## config.mk

```make
export PLATFORM = sky130hd
export DESIGN_NAME = multiplier_8bit
export DESIGN_NICKNAME = d
export VERILOG_FILES = /design/src/rtl/multiplier_8bit.sv
export SDC_FILE = /design/constraint.sdc
export NUM_CORES = 1
export LEC_CHECK = 0
export BUFFER_PORTS_ARGS = -buffer_cell sky130_fd_sc_hd__buf_2
export CORE_UTILIZATION = 52
export CTS_CLUSTER_DIAMETER = 150
export CTS_CLUSTER_SIZE = 30
export DETAILED_ROUTE_END_ITERATION = 8
export PLACE_DENSITY = 0.76
export RECOVER_POWER = 50
export SLEW_MARGIN = 20
export SYNTH_ARGS = -nofsm -noshare
export SYNTH_HDL_FRONTEND = slang
export SYNTH_SLANG_ARGS = --single-unit
```

## constraint.sdc

```tcl
create_clock -name clk -period 5 [get_ports clk]
set_input_delay 0.25 -clock clk [delete_from_list [all_inputs] [get_ports clk]]
set_output_delay 0.25 -clock clk [all_outputs]
set_load 0.005 [all_outputs]
```

## src/rtl/multiplier_8bit.sv

```systemverilog
// Sequential 8x8 shift-add multiplier with addend: product = multiplicand * multiplier + addend.
// Data-independent latency of 8 CALC cycles; shares the divider's strt/idle handshake.
module multiplier_8bit (
  input  logic        clk,
  input  logic        rst,
  input  logic        strt,
  input  logic [7:0]  multiplicand,
  input  logic [7:0]  multiplier,
  input  logic [7:0]  addend,
  output logic [15:0] product,
  output logic        done,
  output logic        idle
);

  // state  | meaning
  // S_IDLE | waiting for strt, operands captured on the accepting edge
  // S_CALC | one shift-add iteration per cycle, count 0..7
  // S_DONE | product valid, done pulses for this single cycle
  typedef enum logic [1:0] {
    S_IDLE = 2'b00,
    S_CALC = 2'b11,
    S_DONE = 2'b10
  } state_t;

  state_t      state;
  state_t      state_nxt;
  logic [15:0] acc;
  logic [15:0] acc_nxt;
  logic [7:0]  mcand_reg;
  logic [7:0]  mplier_reg;
  logic [2:0]  count;

  always_ff @(posedge clk or negedge rst) begin
    if (!rst) begin
      state <= S_IDLE;
    end else begin
      state <= state_nxt;
    end
  end

  // The unused code 01 falls through to the default and recovers to IDLE.
  always_comb begin
    state_nxt = S_IDLE;
    case (state)
      S_IDLE:  state_nxt = strt ? S_CALC : S_IDLE;
      S_CALC:  state_nxt = (count == 3'd7) ? S_DONE : S_CALC;
      S_DONE:  state_nxt = S_IDLE;
      default: state_nxt = S_IDLE;
    endcase
  end

  always_comb begin
    idle = (state == S_IDLE);
    done = (state == S_DONE);
  end

  always_comb begin
    acc_nxt = acc;
    if (mplier_reg[0]) begin
      acc_nxt = acc + ({8'd0, mcand_reg} << count);
    end
  end

  // The final iteration's add is folded straight into product.
  always_ff @(posedge clk or negedge rst) begin
    if (!rst) begin
      product    <= 16'd0;
      acc        <= 16'd0;
      count      <= 3'd0;
      mplier_reg <= 8'd0;
      mcand_reg  <= 8'd0;
    end else begin
      case (state)
        S_IDLE: begin
          if (strt) begin
            mcand_reg  <= multiplicand;
            mplier_reg <= multiplier;
            acc        <= {8'd0, addend};
            count      <= 3'd0;
          end
        end
        S_CALC: begin
          acc        <= acc_nxt;
          mplier_reg <= mplier_reg >> 1;
          count      <= count + 3'd1;
          if (count == 3'd7) begin
            product <= acc_nxt;
          end
        end
        default: begin
        end
      endcase
    end
  end

endmodule

```

# After elaboration in Yosys (flattened, before gate mapping)
# Cells that the tools add are included.
# W data, S select, Z words.
totals:
  reg_bits: 53
  inputBits: 27
  out_inout_bits: 18
  word_cells: 28
classes:
  addsub: 2
  eq_ne: 4
  n_shift: 1
  n_mux: 10
  n_reduce_logical: 5
ops:
  columns: ["operator", "n"]
  rows:
  - ["$mux W16", 2]
  - ["$pmux W16 S2", 1]
  - ["$add A16 B16 Y16", 1]
  - ["$pmux W8 S2", 1]
  - ["$shl A8 B3 Y16", 1]
  - ["$mux W8", 1]
  - ["$pmux W3 S2", 1]
  - ["$reduce_and A2 Y1", 3]
  - ["$eq A2 B2 Y1 const B", 2]
  - ["$pmux W2 S2", 1]
  - ["$add A3 B1 Y3 const B", 1]
  - ["$eq A3 B3 Y1 const B", 1]
  - ["$mux W3", 1]
  - ["$logic_not A2 Y1", 1]
  - ["$mux W2", 1]
  - ["$ne A2 B2 Y1 const B", 1]
  - ["$reduce_bool A2 Y1", 1]
  - ["$mux W1", 1]

# Longest topological paths before layout
logic_depth:
  depth_word: 4
  mapped_depth: 14
  depth_no_buf: 12

# Least setup slack after synthesis
# No wires, ideal clock.
synth_path:
  path_type: "register -> register"
  start: "reg count[1]"
  end: "reg acc[11]"
  setup_ps: 122
  t_arrival_ps: 2947
  required_ps: 4878
  slack_ps: 1931
  path_stages_with_launch: 12
  n_path_buf: 2
  synth_period_minus_slack_ps: 3069
  cell_sequence: "dfrtp_1 > clkbuf_1 > clkbuf_1 > mux2i_1 > mux2_2 > o22ai_1 > ha_1 > a21o_1 > a31o_1 > o21a_1 > or3_1 > a32o_1"
synth_between:
  elab_chain_cells: 4
synth_rtl:
  columns: ["item", "line", "rtl"]
  rows:
  - ["start: declaration", "31", "logic [2:0] count;"]
  - ["start signal: assignment", "85", "count <= count + 3'd1;"]
  - ["$shl A8 B3 Y16", "60", "acc_nxt = acc + ({8'd0, mcand_reg} << count);"]
  - ["$add A16 B16 Y16", "60", null]
  - ["$mux W16", "59", "if (mplier_reg[0]) begin"]
  - ["$pmux W16 S2", "73", "case (state)"]
  - ["end signal: assignment", "78", "acc <= {8'd0, addend};"]
  - ["end signal: assignment", "83", "acc <= acc_nxt;"]
  - ["end: declaration", "27", "logic [15:0] acc;"]
# No other way between the ends.
# A chain may end at the register's enable or synchronous reset.

# Worst setup path after layout
layout_path:
  start: "reg count[1]"
  end: "reg product[7]"
layout_between:
  elab_chain_cells: 3
  word_cells_on_any_way: 5
  cone_classes: "1 x add/sub; 1 x eq/ne; 1 x shift; 1 x mux; 1 x reduce/logical"
layout_rtl:
  columns: ["item", "line", "rtl"]
  rows:
  - ["$shl A8 B3 Y16", "60", null]
  - ["$add A16 B16 Y16", "60", null]
  - ["$mux W16", "59", null]
  - ["end signal: assignment", "87", "product <= acc_nxt;"]
  - ["end: declaration", "10", "output logic [15:0] product,"]
# Parallel ways exist; a longest one is shown, timed or not.

==> key figures <==
Status
  • Outcome: finished with violations
  • Violated checks: DRC, capacitance limit, slew limit

Finish
  • Share of cells above drive strength 1: 15.6%
  • Fin util: between 60% and 70%
  • Biggest registers after layout: acc x16, product x16
  • Fill cells: between 600 and 700
  • Area grow syn2layout: 9.97%
  • Multi-input combinational cell area: 2090 um2
  • Nets@finish: slightly below 500
  • Antenna cells: 0
  • Sequential Area: 1330 um2

STA
  • Setup TNS: 0 ps
  • Slew Limit Fails: 54
  • RSZ-0062 raised after global routing: false
  • Worst clock skew: 7.33 ps
  • Worst slew margin: -86.1%
  • Final hold vios: 0
  • Tcrit/Tclk final: 65.8%
  • Worst-Margin Slew: 2790 ps
  • Period minus WS final: 3290 ps
  • Final Setup Violations: 0
  • Fin Hold WS: roughly 130 ps
  • Fmax: 0.304 GHz

Setup path
  • CP max stage cell: dfrtp_1
  • Crit. End Element: register
  • Worst r2r path cells: 10
  • Worst R2R Start: count[1]
  • Critical path class: reg -> reg
  • Worst-path cell chain: mux2i_1, mux2_2, o22ai_1, ha_1, a21o_1, a31o_1, o211ai_1, nor3b_1, o31ai_1, mux2_2
  • Reg-to-Reg End: product[7]
  • CP Data Required Time: 5200 ps
  • WP data arrival: 3490 ps
  • Most used cell, CP: mux2_2
  • Setup slack, reg-to-reg: 1710 ps
  • Maximum fanout along the worst path: 15
  • Max incr delay on CP: 700 ps
  • Startpoint types: register

Clock network
  • Root Driver: clkbuf_8
  • CTS H-tree lvls: 2
  • TritonCTS Buffers: 5
  • Number of post-CTS setup repair buffers: 0
  • Worst-Skew Late Latency: 310 ps
  • Post-CTS Hold Fix Bufs: 0
  • CTS clk-pin slew, worst paths: 90 ps
  • Num Clock Sinks: 53
  • Longest Clk Path Bufs: 2
  • Post-cts repair resize count: 0
  • CTS tree: done

Yosys
  • Simple-Gate Fraction of Synth Area: 18.8%
  • Syn nets: 462
  • Post-synth top flop: dfrtp_1
  • Top cells by area, synth: dfrtp_1 (37%), ha_1 (7.0%), nand2_1 (6.7%), a21oi_1 (5.1%), o21ai_0 (5.1%)
  • Synth area leader: dfrtp_1
  • Cell Area, Synth: 3560 um2
  • Most frequent cell after synthesis: nand2_1
  • Sequential element share of the synthesized area: 37.2%
  • Synth top cells by count: nand2_1 (64), dfrtp_1 (53), a21oi_1 (36), o21ai_0 (36), clkbuf_1 (22)
  • Largest family of logic cells by synthesized area: compound AO/OA/AOI/OAI gates
  • Async S/R FF share, synth: 100%
  • Yosys top cell area share: 37.2%
  • Yosys reg bits: 53
  • Synth cell types: 51
  • Compound-Gate Fraction of Synth Area: between 20 and 25%
  • Post-synth EDFFs: 0
  • Synth Area per Inst: ~8.6 um2
  • Synth Area in XOR/XNOR: 2.46%
  • Post-synthesis mux area share: 6.99%
  • Ys Warns: 0
  • Synth Instances: 414
  • Adder-cell share of the synthesized area: 7.58%

Die
  • I/O pins: 45
  • Die X: 84.8 um
  • Starting density of the core: ~55%
  • Core area: around 6500 um2
  • Die H: 84.8 um
  • Number of core rows: 29
  • Die area: 7190 um2

Power
  • Switching part of the total: 45.0%
  • Internal: 1.21 mW
  • Logic pwr share: 56.8%
  • Switching power: around 990 uW
  • Leakage dissipation: 1.82 nW
  • Flop pwr share: about 30%
  • Maximum VDD drop: 366 uV
  • Pwr dens: 563 nW/um2
  • Clock power share: 13.7%

Min path
  • Worst hold stages: 3
  • Hold Crit Endpoint: mcand_reg[5]
  • Hold Startpoint: multiplicand[5]
  • Worst hold path type: in -> reg

Placed design
  • Buffers on Ports: between 40 and 50
  • Post-DP HPWL: 5.89 mm
  • Global placement routability congestion: between 0.9 and 1

Route
  • Post-route ant nets: 0
  • Final WL: 8.24 mm
  • Post-DR wirelength/cell: 15.9 um
  • Routed via count: 3092
  • DRT iter0 DRCs: between 200 and 300
  • DR DRC count: 2
  • Pre-antenna DRT Iters: 7
  • Vias per cell: around 5.9

GRT
  • Vias in the first global route: 2918
  • Initial antenna violation count: 0
  • Overall Global Routing Usage: between 20% and 30%
  • Pin count of the biggest net entering global routing: 54
  • First-pass GRT wire length: 14.0 mm
  • Overflow after GRT: 0

Job
  • Max Cap Viol: 1
## layout by cell type (no fill, tap or decap), drive strengths merged, types with 4 or more instances in the layout
cell type and n:
nor3b 7, o22ai 8, and3 7, nor3 6, nor2b 13, and2 4, dfrtp 53, nand2b 4
inv 10, nand2 64, buf 47, a22oi 7, clkbuf 9, xnor2 8, a21oi 36, mux2i 17
ha 20, o31ai 4, nor2 21, o21ai 38, a21o 7, mux2 7
## worst max-delay path: cells and delay by family, from the launching register on
family                   cells  cell delay [ps]
AO/OA/AOI/OAI                5             1090
flip-flops                   1              700
AND/OR/NAND/NOR              1              290
multiplexers                 3              780
adder cells (fa/ha/maj)      1              320
## per-layer routing
| metal | global-route usage, % | part of all wire [%] | up-vias |
|---|---|---|---|
| met3 | 3.34 | 5.2 | 16 |
| met2 | 40.4 | 47 | 79 |
| met5 | 0 | 0 | - |
| met1 | 33.5 | 47 | 1472 |
| li1 | - | - | 1525 |
| met4 | 7.24 | 1.6 | 0 |
## kinds of logic after synthesis
logic type | after synthesis
AO/OA/AOI/OAI | 128
XOR/XNOR | 10
adder cells (fa/ha/maj) | 21
buffers and inverters | 38
flip-flops | 53
multiplexers | 24
AND/OR/NAND/NOR | 140
## metrics by stage
step / cells / total power [mW] / worst slack (ps) / cell area, um2
6_report: 520 / 2.20 / 1710 / 3920
5_1_grt: 520 / 2.37 / 1500 / 3920
4_1_cts: 520 / 2.20 / 1760 / 3920
3_5_place_dp: 512 / 1.89 / 1800 / 3810
3_3_place_gp: 512 / 1.85 / 1920 / 3810
2_1_floorplan: 414 / 1.59 / 1930 / 3560
## how the worst max path moves through the flow
stage / end / start / slack (ps)
6_report: product[7] / count[1] / 1710
4_1_cts: product[7] / count[1] / 1760
2_1_floorplan: acc[11] / count[1] / 1930
3_3_place_gp: product[7] / count[1] / 1920
3_5_place_dp: product[7] / count[1] / 1800
5_1_grt: product[7] / count[1] / 1500
## cell type report
class	instances	area share, %
multi-input combinational	323	53.3
sequential	53	33.8
timing repair buffer	49	6.45
tap	77	2.46
clock buffer	7	2.20
inverter	10	0.958
clock inverter	1	0.766
## power groups by stage
| stage | clock network (mW) | logic (mW) | registers (mW) |
|---|---|---|---|
| 2_1_floorplan | 0 | 0.981 | 0.611 |
| 3_3_place_gp | 0 | 1.20 | 0.650 |
| 3_5_place_dp | 0 | 1.23 | 0.657 |
| 4_1_cts | 0.311 | 1.24 | 0.648 |
| 5_1_grt | 0.324 | 1.38 | 0.664 |
| 6_report | 0.303 | 1.25 | 0.651 |
(Power assumes the default switching activity.)
